===== src/rtl/rr_arbiter8_if.sv =====
// rr_arbiter8_if: request/grant bundle between requesters and the round-robin arbiter
interface rr_arbiter8_if;
  logic       E;
  logic [7:0] req;
  logic [2:0] A;
  logic [7:0] Y;
  logic       V;
  logic       expired;
  modport master (output E, req, input A, Y, V, expired);
  modport slave (input E, req, output A, Y, V, expired);
endinterface


===== src/rtl/rr_arbiter8.sv =====
// rr_arbiter8: eight-way round-robin arbiter with registered index/one-hot grant and hold limit
module rr_arbiter8 #(
  parameter int HOLD_MAX = 15
) (
  input logic          clk,
  input logic          rst,
  rr_arbiter8_if.slave bus
);
  typedef enum logic {IDLE, GRANT} state_t;
  state_t     state, state_n;
  logic [2:0] ptr, ptr_n, pick, a_n;
  logic [7:0] cnt, cnt_n;
  logic       v_n, exp_n, rel;
  // first requester at or after ptr; descending scan lets the nearest offset win
  always_comb begin
    pick = 3'd0;
    for (int i = 7; i >= 0; i--)
      if (bus.req[ptr + 3'(i)]) pick = ptr + 3'(i);
  end
  // next state, pointer, counter and output values
  always_comb begin
    state_n = state;
    ptr_n   = ptr;
    cnt_n   = cnt;
    a_n     = bus.A;
    v_n     = bus.V;
    exp_n   = 1'b0;
    rel     = !bus.req[bus.A] || !bus.E || cnt == 8'(HOLD_MAX - 1);
    if (state == IDLE) begin
      v_n = bus.E && |bus.req;
      if (v_n) begin
        a_n     = pick;
        cnt_n   = 8'd0;
        state_n = GRANT;
      end
    end else if (rel) begin
      v_n     = 1'b0;
      ptr_n   = bus.A + 3'd1;
      cnt_n   = 8'd0;
      exp_n   = bus.req[bus.A] && bus.E;
      state_n = IDLE;
    end else begin
      cnt_n = cnt + 8'd1;
    end
  end
  // state and registered outputs
  always_ff @(posedge clk) begin
    if (rst) begin
      state       <= IDLE;
      ptr         <= 3'd0;
      cnt         <= 8'd0;
      bus.A       <= 3'd0;
      bus.Y       <= 8'h00;
      bus.V       <= 1'b0;
      bus.expired <= 1'b0;
    end else begin
      state       <= state_n;
      ptr         <= ptr_n;
      cnt         <= cnt_n;
      bus.A       <= a_n;
      bus.Y       <= v_n ? 8'h01 << a_n : 8'h00;
      bus.V       <= v_n;
      bus.expired <= exp_n;
    end
  end
endmodule


===== src/flat_wrapper.sv =====
// flat-port wrapper written by rule: the top's interface ports become plain ports
module rr_arbiter8_flat 
#(
  parameter int HOLD_MAX = 15
)
  (clk, rst, bus_E, bus_req, bus_A, bus_Y, bus_V, bus_expired);
  rr_arbiter8_if bus_i ();
  input logic clk;
  input logic rst;
  input wire logic [$bits(bus_i.E)-1:0] bus_E;
  input wire logic [$bits(bus_i.req)-1:0] bus_req;
  output wire logic [$bits(bus_i.A)-1:0] bus_A;
  output wire logic [$bits(bus_i.Y)-1:0] bus_Y;
  output wire logic [$bits(bus_i.V)-1:0] bus_V;
  output wire logic [$bits(bus_i.expired)-1:0] bus_expired;
  assign bus_i.E = bus_E;
  assign bus_i.req = bus_req;
  assign bus_A = bus_i.A;
  assign bus_Y = bus_i.Y;
  assign bus_V = bus_i.V;
  assign bus_expired = bus_i.expired;
  rr_arbiter8 #(.HOLD_MAX(HOLD_MAX)) u_core (.clk(clk), .rst(rst), .bus(bus_i));
endmodule

===== config.mk =====
export PLATFORM = sky130hd
export DESIGN_NAME = rr_arbiter8_flat
export DESIGN_NICKNAME = d
export VERILOG_FILES = /design/src/rtl/rr_arbiter8_if.sv /design/src/rtl/rr_arbiter8.sv /design/src/flat_wrapper.sv
export SDC_FILE = /design/constraint.sdc
export NUM_CORES = 1
export LEC_CHECK = 0
export CORE_UTILIZATION = 57
export DETAILED_ROUTE_END_ITERATION = 10
export DONT_BUFFER_PORTS = 1
export PLACE_DENSITY = 0.84
export SLEW_MARGIN = 40
export SYNTH_ARGS = -nofsm -noshare
export SYNTH_HDL_FRONTEND = slang
export SYNTH_SLANG_ARGS = --single-unit

===== constraint.sdc =====
create_clock -name clk -period 2.75 [get_ports clk]
set_clock_uncertainty 0.15 [all_clocks]
set_input_delay 0.4125 -clock clk [delete_from_list [all_inputs] [get_ports clk]]
set_output_delay 0.4125 -clock clk [all_outputs]
set_load 0.05 [all_outputs]

# After elaboration in Yosys (flattened, before gate mapping)
# Cells that the tools add are included.
# classes
n_addsub	9
order_cmp	9
eq_ne	1
n_shift	1
n_mux	36
bitwise_logic	3
n_reduce_logical	11
# op_table
cell	count
3-bit by 4-bit less-than comparator with 1-bit output, second input constant	9
3-bit two-way mux	10
1-bit binary-select mux with 3-bit select	9
8-bit two-way mux	3
1-bit two-way mux	14
3-bit adder, second input constant	4
8-bit by 1-bit adder with 8-bit output, second input constant	1
8-bit by 4-bit == test with 1-bit output, second input constant	1
8-bit OR reduction	1
1-bit by 3-bit left shift with 8-bit output, first input constant	1
3-bit by 1-bit adder with 3-bit output, second input constant	2
3-bit by 2-bit adder with 3-bit output, second input constant	2
1-bit NOT	3
3-bit OR reduction	1
1-bit logical AND	2
1-bit logical NOT	2
1-bit logical OR	2
2-bit AND reduction	1
2-bit nonzero test	1
2-bit OR reduction	1
# totals
register_bits	25
output_inout_bits	13
wordCells	77

# Depth between registers and ports, before layout
# depth
depth_word	14
ltp_mapped	11
depth_no_buf	9

# Worst setup path after synthesis
# OpenSTA, ideal clock, no wires.
# synth_path
kind	reg2reg
from	register u_core.ptr[1]
to	register u_core.bus.Y[4]
setup_time_ns	0.092
t_arrival_ns	2.684
t_required_ns	2.508
path_slack_ns	-0.176
stages_incl_launch_ff	12
path_buffers	2
period_less_slack_ns	2.926
cell_sequence	dfxtp_1 buf_2 inv_1 ha_1 clkbuf_1 mux4_1 mux2_4 nor2_4 a211o_2 nand2_2 a211o_1 nor4_1
# synth_via
elab_chain_cells	14
elab_cells_between_ends	34
classes_between	7 x add/sub; 1 x shift; 26 x mux
# synth_rtl
item	line	rtl
start, declared	rr_arbiter8.sv:11	logic [2:0] ptr, ptr_n, pick, a_n;
start signal, assigned	rr_arbiter8.sv:58	ptr <= ptr_n;
3-bit adder	rr_arbiter8.sv:18	if (bus.req[ptr + 3'(i)]) pick = ptr + 3'(i);
1-bit binary-select mux with 3-bit select	rr_arbiter8.sv:18	
1-bit two-way mux (implied by the code)	rr_arbiter8.sv:18	
3-bit two-way mux (7 in series)	rr_arbiter8.sv:18	
3-bit two-way mux (*)	rr_arbiter8.sv:18	
3-bit two-way mux (*)	rr_arbiter8.sv:31	if (v_n) begin
3-bit two-way mux (*)	rr_arbiter8.sv:29	if (state == IDLE) begin
1-bit by 3-bit left shift with 8-bit output (*)	rr_arbiter8.sv:61	bus.Y <= v_n ? 8'h01 << a_n : 8'h00;
end signal, assigned	rr_arbiter8.sv:61	
end, declared	rr_arbiter8_if.sv:10	modport slave (input E, req, output A, Y, V, expired);
# Every way passes the cells marked *; elsewhere a longest branch is shown, timed or not. The select of a mux whose other input is x is not followed.
# A chain may end at the register's enable or synchronous reset.

# Final worst setup path
# layout_path
from	register u_core.ptr[0]
to	register u_core.bus.Y[4]
# Same word-level chain as after synthesis.

==> summary by stage <==
Yosys
Each instance of the synthesized netlist takes up on average 9.21 sq um. Of the total synthesized cell area, the portion taken by XOR and XNOR cells is 3.50%. After synthesis, the largest family of logic cells by area is simple AND/OR/NAND/NOR gates. Counting every net in the synthesized netlist gives 206. The prevailing post-synth register cell is sky130_fd_sc_hd__dfxtp_1. The post-synthesis mux area share is 20.2%. Summing the areas of all fa, ha and maj instances in the mapped netlist gives 3.57% of the synthesized area. Synthesis instantiated 50 different standard cells from the library. The instance count of the mapped netlist is 190.

The share of the synthesized area in compound gates (AO/OA/AOI/OAI) is 17.9%. The number of enable flip-flop cells after synthesis is 0. The synthesized netlist occupies a cell area of 1750 sq um.

In the synthesized netlist the async set-or-reset flop fraction comes to 0%. The synthesized design contains 25 register bits. The sequential fraction of the synthesis area is 28.6%. The synthesis warning total is 0. Summing the areas of all and, or, nand and nor instances in the mapped netlist gives 21.8% of the synthesized area.

Place
Detailed placement finished with a half-perimeter wire length of 3.10 mm. The count of buffers inserted at the top-level ports is 0. Timing analysis after detailed placement gives a worst setup slack of 0.0351 ns. The instance area at placement is 1880 sq um.

The routability congestion estimate is 0.968.

CTS
The TritonCTS clock tree is yes. Clock latency on the worst-skew pair, taken at its later pin, is 0.33 ns. The number of buffers added for setup after CTS is 0.

For this design, the sink count on the clock tree is 25. Clock-pin slew was measured on the worst setup and hold paths at 0.14 ns. The number of buffers on the longest clock path is 2. The total CTS buffers is 3. The cell at the root of the clock tree is sky130_fd_sc_hd__clkbuf_4. CTS built an H-tree with a depth of 1.

Global routing
The first global-routing pass estimated 6.84 mm of wire. The initial antenna violation count came to 0. Summed over all layers, the global routing overflow is 0.

The overall fraction of global-route tracks in use is 27.2%. The maximum number of pins on one net before global-route repair is 16. The via count of the first global-routing pass is 1478.

Timing
The slack of the critical path is 0.110 ns. Based on the critical path, the design can be clocked at up to 379 MHz. The number of pins exceeding their max-slew limit in the final report is 0.

The worst pin sits at a relative slew slack of 55.5%. Setup violations remaining at the end of the flow were counted as 0. The worst path in the final design needs a cycle of 2.64 ns, including I/O delays and setup. The hold violation count in the final report is 0.

Of the available clock period, the critical path in the final layout requires 96.0%. For the pin with the worst max-slew slack, the measured transition is 0.664 ns.

Cells and area
The final standard cell area without fillers is 1950 sq um. In the final layout, the share of cells above drive strength 1 is 25.1%. The number of nets in the layout is 220. The library cells used most frequently in the layout, excluding fill and tap cells, are 23 x sky130_fd_sc_hd__dfxtp_1, 21 x sky130_fd_sc_hd__nor2_1, 14 x sky130_fd_sc_hd__buf_4. From synthesis to final layout, the design area changed by 11.2%. The count of filler cells inserted in the layout is 214. The most frequent standard cell in the layout excluding fill and tap cells is sky130_fd_sc_hd__dfxtp_1. The count of inserted antenna diode cells is 0.

Drt
The final wirelength is 4.17 mm. After the first detailed-routing iteration, the DRC count stood at 122. Summing over every cut layer, the via total after detailed routing is 1565. The mean routed wirelength per cell is 17.8 microns. The total iterations of the first detailed-routing run is 7. The count of antenna-violating nets left after detailed routing is 0.

In the routed design, unresolved DRC markers number 1. The average via count per standard cell is 6.69.

Critical path
The depth of the worst register-to-register path is 8. The capturing element type of the critical path is a register. The startpoint kind of the worst setup timing path is a register. The critical path in this run is classified as register to register.

The top fanout value on the critical path is 5. The worst endpoint data arrival time is 2.74 ns. The required time at the endpoint of the critical path is 2.85 ns.

Die
The die covers 3300 sq um. The number of placement rows is 19. The vertical extent of the die is 57.4 microns. During I/O placement, the number of pins put on the boundary was 24. The die is 57.4 microns wide. In this run the standard cell core region covers 2830 sq um. The starting utilization of the core area is 61.9%.

Pwr
The total power divided by cell area is 536 nW/um^2. The worst voltage drop across the vdd grid is 0.471 mV. Summed over all cells, the static leakage comes to 0.000715 uW.

Run
The number of maximum-capacitance constraint violations is 0.

Min path
The cell depth of the worst hold path is 1. The type of the worst min-delay path is input port to register.

Run status
The run finished, with violations left. The final reports fail on design-rule violations.
## flip-flops by register name (all words and copies together), names as in the netlist
name,cells
u_core.bus.V,1
u_core.bus.expired,1
u_core.bus.A,3
u_core.bus.Y,8
u_core.state,1
u_core.cnt,8
u_core.ptr,3
## layer usage
layer	vias up	routed length [microns]	track usage, %
met5	-	0	0
met4	0	125	16.7
met2	49	2090	45.2
met3	12	260	6.12
met1	756	1690	31.9
li1	748	-	-
## repair_timing
action                     4_1_cts  5_1_grt
setup endpoints to repair        1        8
hold endpoints to repair        12        0
resized for setup                2        7
pin swaps                        0        3
hold buffers                     1        0
## cells in the mapped netlist, drive strengths merged (5+ instances only)
library cell / instances / share of area [%]
nor2: 23 / 5.8
a21oi: 15 / 4.3
nor4: 5 / 1.8
inv: 11 / 2.4
ha: 5 / 3.6
mux4: 10 / 14
nand2: 10 / 2.3
nand3: 7 / 2.0
dfxtp: 25 / 29
o21ai: 9 / 2.6
mux2: 5 / 3.6
## power by group
group | leakage [uW] | switching, uW | internal [uW] | total, uW
Combinational | 0.000497 | 247 | 199 | 447
Sequential | 0.000204 | 40.5 | 380 | 420
Clock | 0.0000139 | 120 | 55.9 | 176
## cell families (layout without fill, tap and decap cells)
group	Yosys count	in the layout
flops	25	25
fa+ha+maj	5	5
simple gates	70	70
compound gates	46	46
mux	19	19
xor+xnor	7	7
buf+inv	18	31
## critical path, stage by stage (launching register included)
cell	delay, ns
sky130_fd_sc_hd__dfxtp_2	0.38
sky130_fd_sc_hd__inv_1	0.07
sky130_fd_sc_hd__ha_4	0.29
sky130_fd_sc_hd__mux4_2	0.34
sky130_fd_sc_hd__a22o_1	0.25
sky130_fd_sc_hd__a222oi_1	0.34
sky130_fd_sc_hd__a21oi_2	0.14
sky130_fd_sc_hd__o31a_1	0.32
sky130_fd_sc_hd__nor4_1	0.28
## per-stage QoR
stage | TNS [ns] | util (%) | cells | power [uW] | hold slack [ns]
after floorplan | 0 | - | 190 | 746 | 0.308
after global placement | 0 | 66.3 | 229 | 834 | 0.313
after detailed placement | 0 | 66.3 | 229 | 844 | 0.332
after CTS | 0 | 68.0 | 234 | 1020 | 0.131
after global routing | -0.136 | 68.8 | 234 | 1090 | 0.119
final | 0 | 68.8 | 234 | 1040 | 0.124
## final cells by class
class / instances / area, sq um / share of cell area [%]
clock buffer: 3 / 22.5 / 1.16
clock inverter: 1 / 7.51 / 0.386
inverter: 11 / 41.3 / 2.12
multi-input combinational: 147 / 1200 / 61.5
sequential: 25 / 503 / 25.9
tap: 31 / 38.8 / 1.99
timing repair buffer: 16 / 135 / 6.95
## final timing paths
path,start,endpoint,slack (ns)
worst min-delay path,rst,u_core.bus.expired,0.12
worst max-delay path,u_core.ptr[0],u_core.bus.Y[4],0.11
worst max register to register,u_core.ptr[0],u_core.bus.Y[4],0.11
worst min register to register,u_core.cnt[7],u_core.cnt[7],0.36
Power figures use the tool's default switching activity.
==> patch (config.mk and constraints unchanged) <==
Make the reset (`rst`) asynchronous in one clocked block.
--- a/src/rtl/rr_arbiter8.sv
+++ b/src/rtl/rr_arbiter8.sv
@@ -46,3 +46,3 @@
   // state and registered outputs
-  always_ff @(posedge clk) begin
+  always_ff @(posedge clk or posedge rst) begin
     if (rst) begin
Behaviour: differs if rst is asserted again (counterexample within 4 cycles, from zero or initial values and one cycle with rst high); with rst held inactive, the same outputs for 10 cycles.
==> patch against the original RTL <==
Core utilization down 0.92 points. Die area up 15%. Sequential cell count unchanged. Largest cell class unchanged. Synthesized area up 16%. Critical endpoint is now u_core.bus.Y[2]. Wire length up 16%. Cell area up 17%. Worst setup slack worse by 0.066 ns.
Power is not compared: it rests on default switching activity, and its combinational part moved more than twofold at a synthesized area within 25%.
==> patch: results (changes against the original RTL) <==
status complete, no violations; routed wire length 4.84 mm (+16%); metal3 WL 412 µm (+58%); Gate Count Post-Synth 209 (+10%); xor/xnor share of the synthesized area 3.03% (-0.47 points); n_diodes 0 (unchanged); postcts setup bufs 3 (+3); input/output buffers 0 (unchanged); met1 global-route usage 37.5% (+5.6 points); FMAX 369 MHz (-2.4%); synth top area cells dfrtp_1 (31%), mux4_2 (10%), mux2i_1 (9.4%); post-synthesis mux area share 22.9% (+2.8 points); GR met3 Demand/Resource 6.93% (+0.81 points); met2 WL 2.34 mm (+12%); Synth Area in Adders 3.09% (-0.48 points); syn_nets 225 (+9.2%); M1 wire length 2.07 mm (+23%); hold_sp bus_E; layout cells sized above 1 27.1% (+2.0 points); FFs w/ async S/R, synth 100% (+100 points); vias in the first global route 1539 (+4.1%); GPL Wtd Cong 0.974 (+0.66%); reg2reg start u_core.ptr[0]; crit-path max FO 7 (+2); all-layer global routing usage 26.2% (-0.98 points); Yosys cell types 46 (-8.0%); ys flop type dfrtp_1; post-layout net count 238 (+8.2%); FF-to-FF path depth 9 (+1); hold_ws 0.247 ns (+0.123 ns); hold worst-path end u_core.cnt[5]; Placed Instance Area 2150 µm² (+15%); Critical Path AT 2.78 ns (+0.04 ns); met2 Use GR 41.0% (-4.2 points); Seq/Total Area, Yosys 30.9% (+2.3 points); most frequent cells after synthesis dfrtp_1 (25), mux2i_1 (19), nand2_1 (18), a21oi_1 (12); Rel. slew slack 60.2% (+4.7 points); worst reg-to-reg setup slack 0.04 ns (-0.07 ns); Placed Cells 258 (+13%); Non-Filler Instances 267 (+14%); dpl ws -0.0246 ns (-0.0597 ns); Hold WC Path Type in2reg; vias 1706 (+9.0%); first-pass GRT wire length 7.27 mm (+6.4%); Synth Area in Compound Gates 17.6% (-0.38 points); Detail Placement HPWL 3.44 mm (+11%)
patch: cell types whose count changed after synthesis, sizes merged, moves of 5 or more:
cell | unedited run | this run
nor3 | 4 | 13
dfxtp | 25 | 0
nor4 | 5 | 0
nand2 | 10 | 18
mux2i | 4 | 19
o211ai | 2 | 9
dfrtp | 0 | 25
o21ai | 9 | 15
nor2 | 23 | 7
o221ai | 0 | 5
patch: worst max-delay path, cell delays in order, from the launching register on:
cell      delay (ns)
dfrtp_1         0.43
inv_2           0.07
ha_4            0.33
mux4_2          0.36
mux2_4          0.32
nand2_1         0.07
o211ai_1        0.10
or3_4           0.40
a32oi_4         0.29
nor3_1          0.09
patch: final cells by class:
class                      count  area [µm²]  share of cell area [%]
clock inverter                 1        7.51                   0.329
clock buffer                   3        22.5                   0.987
tap                           46        57.6                    2.52
multi-input combinational    162        1370                    60.0
timing repair buffer          17         146                    6.41
sequential                    25         628                    27.5
inverter                      13        51.3                    2.25
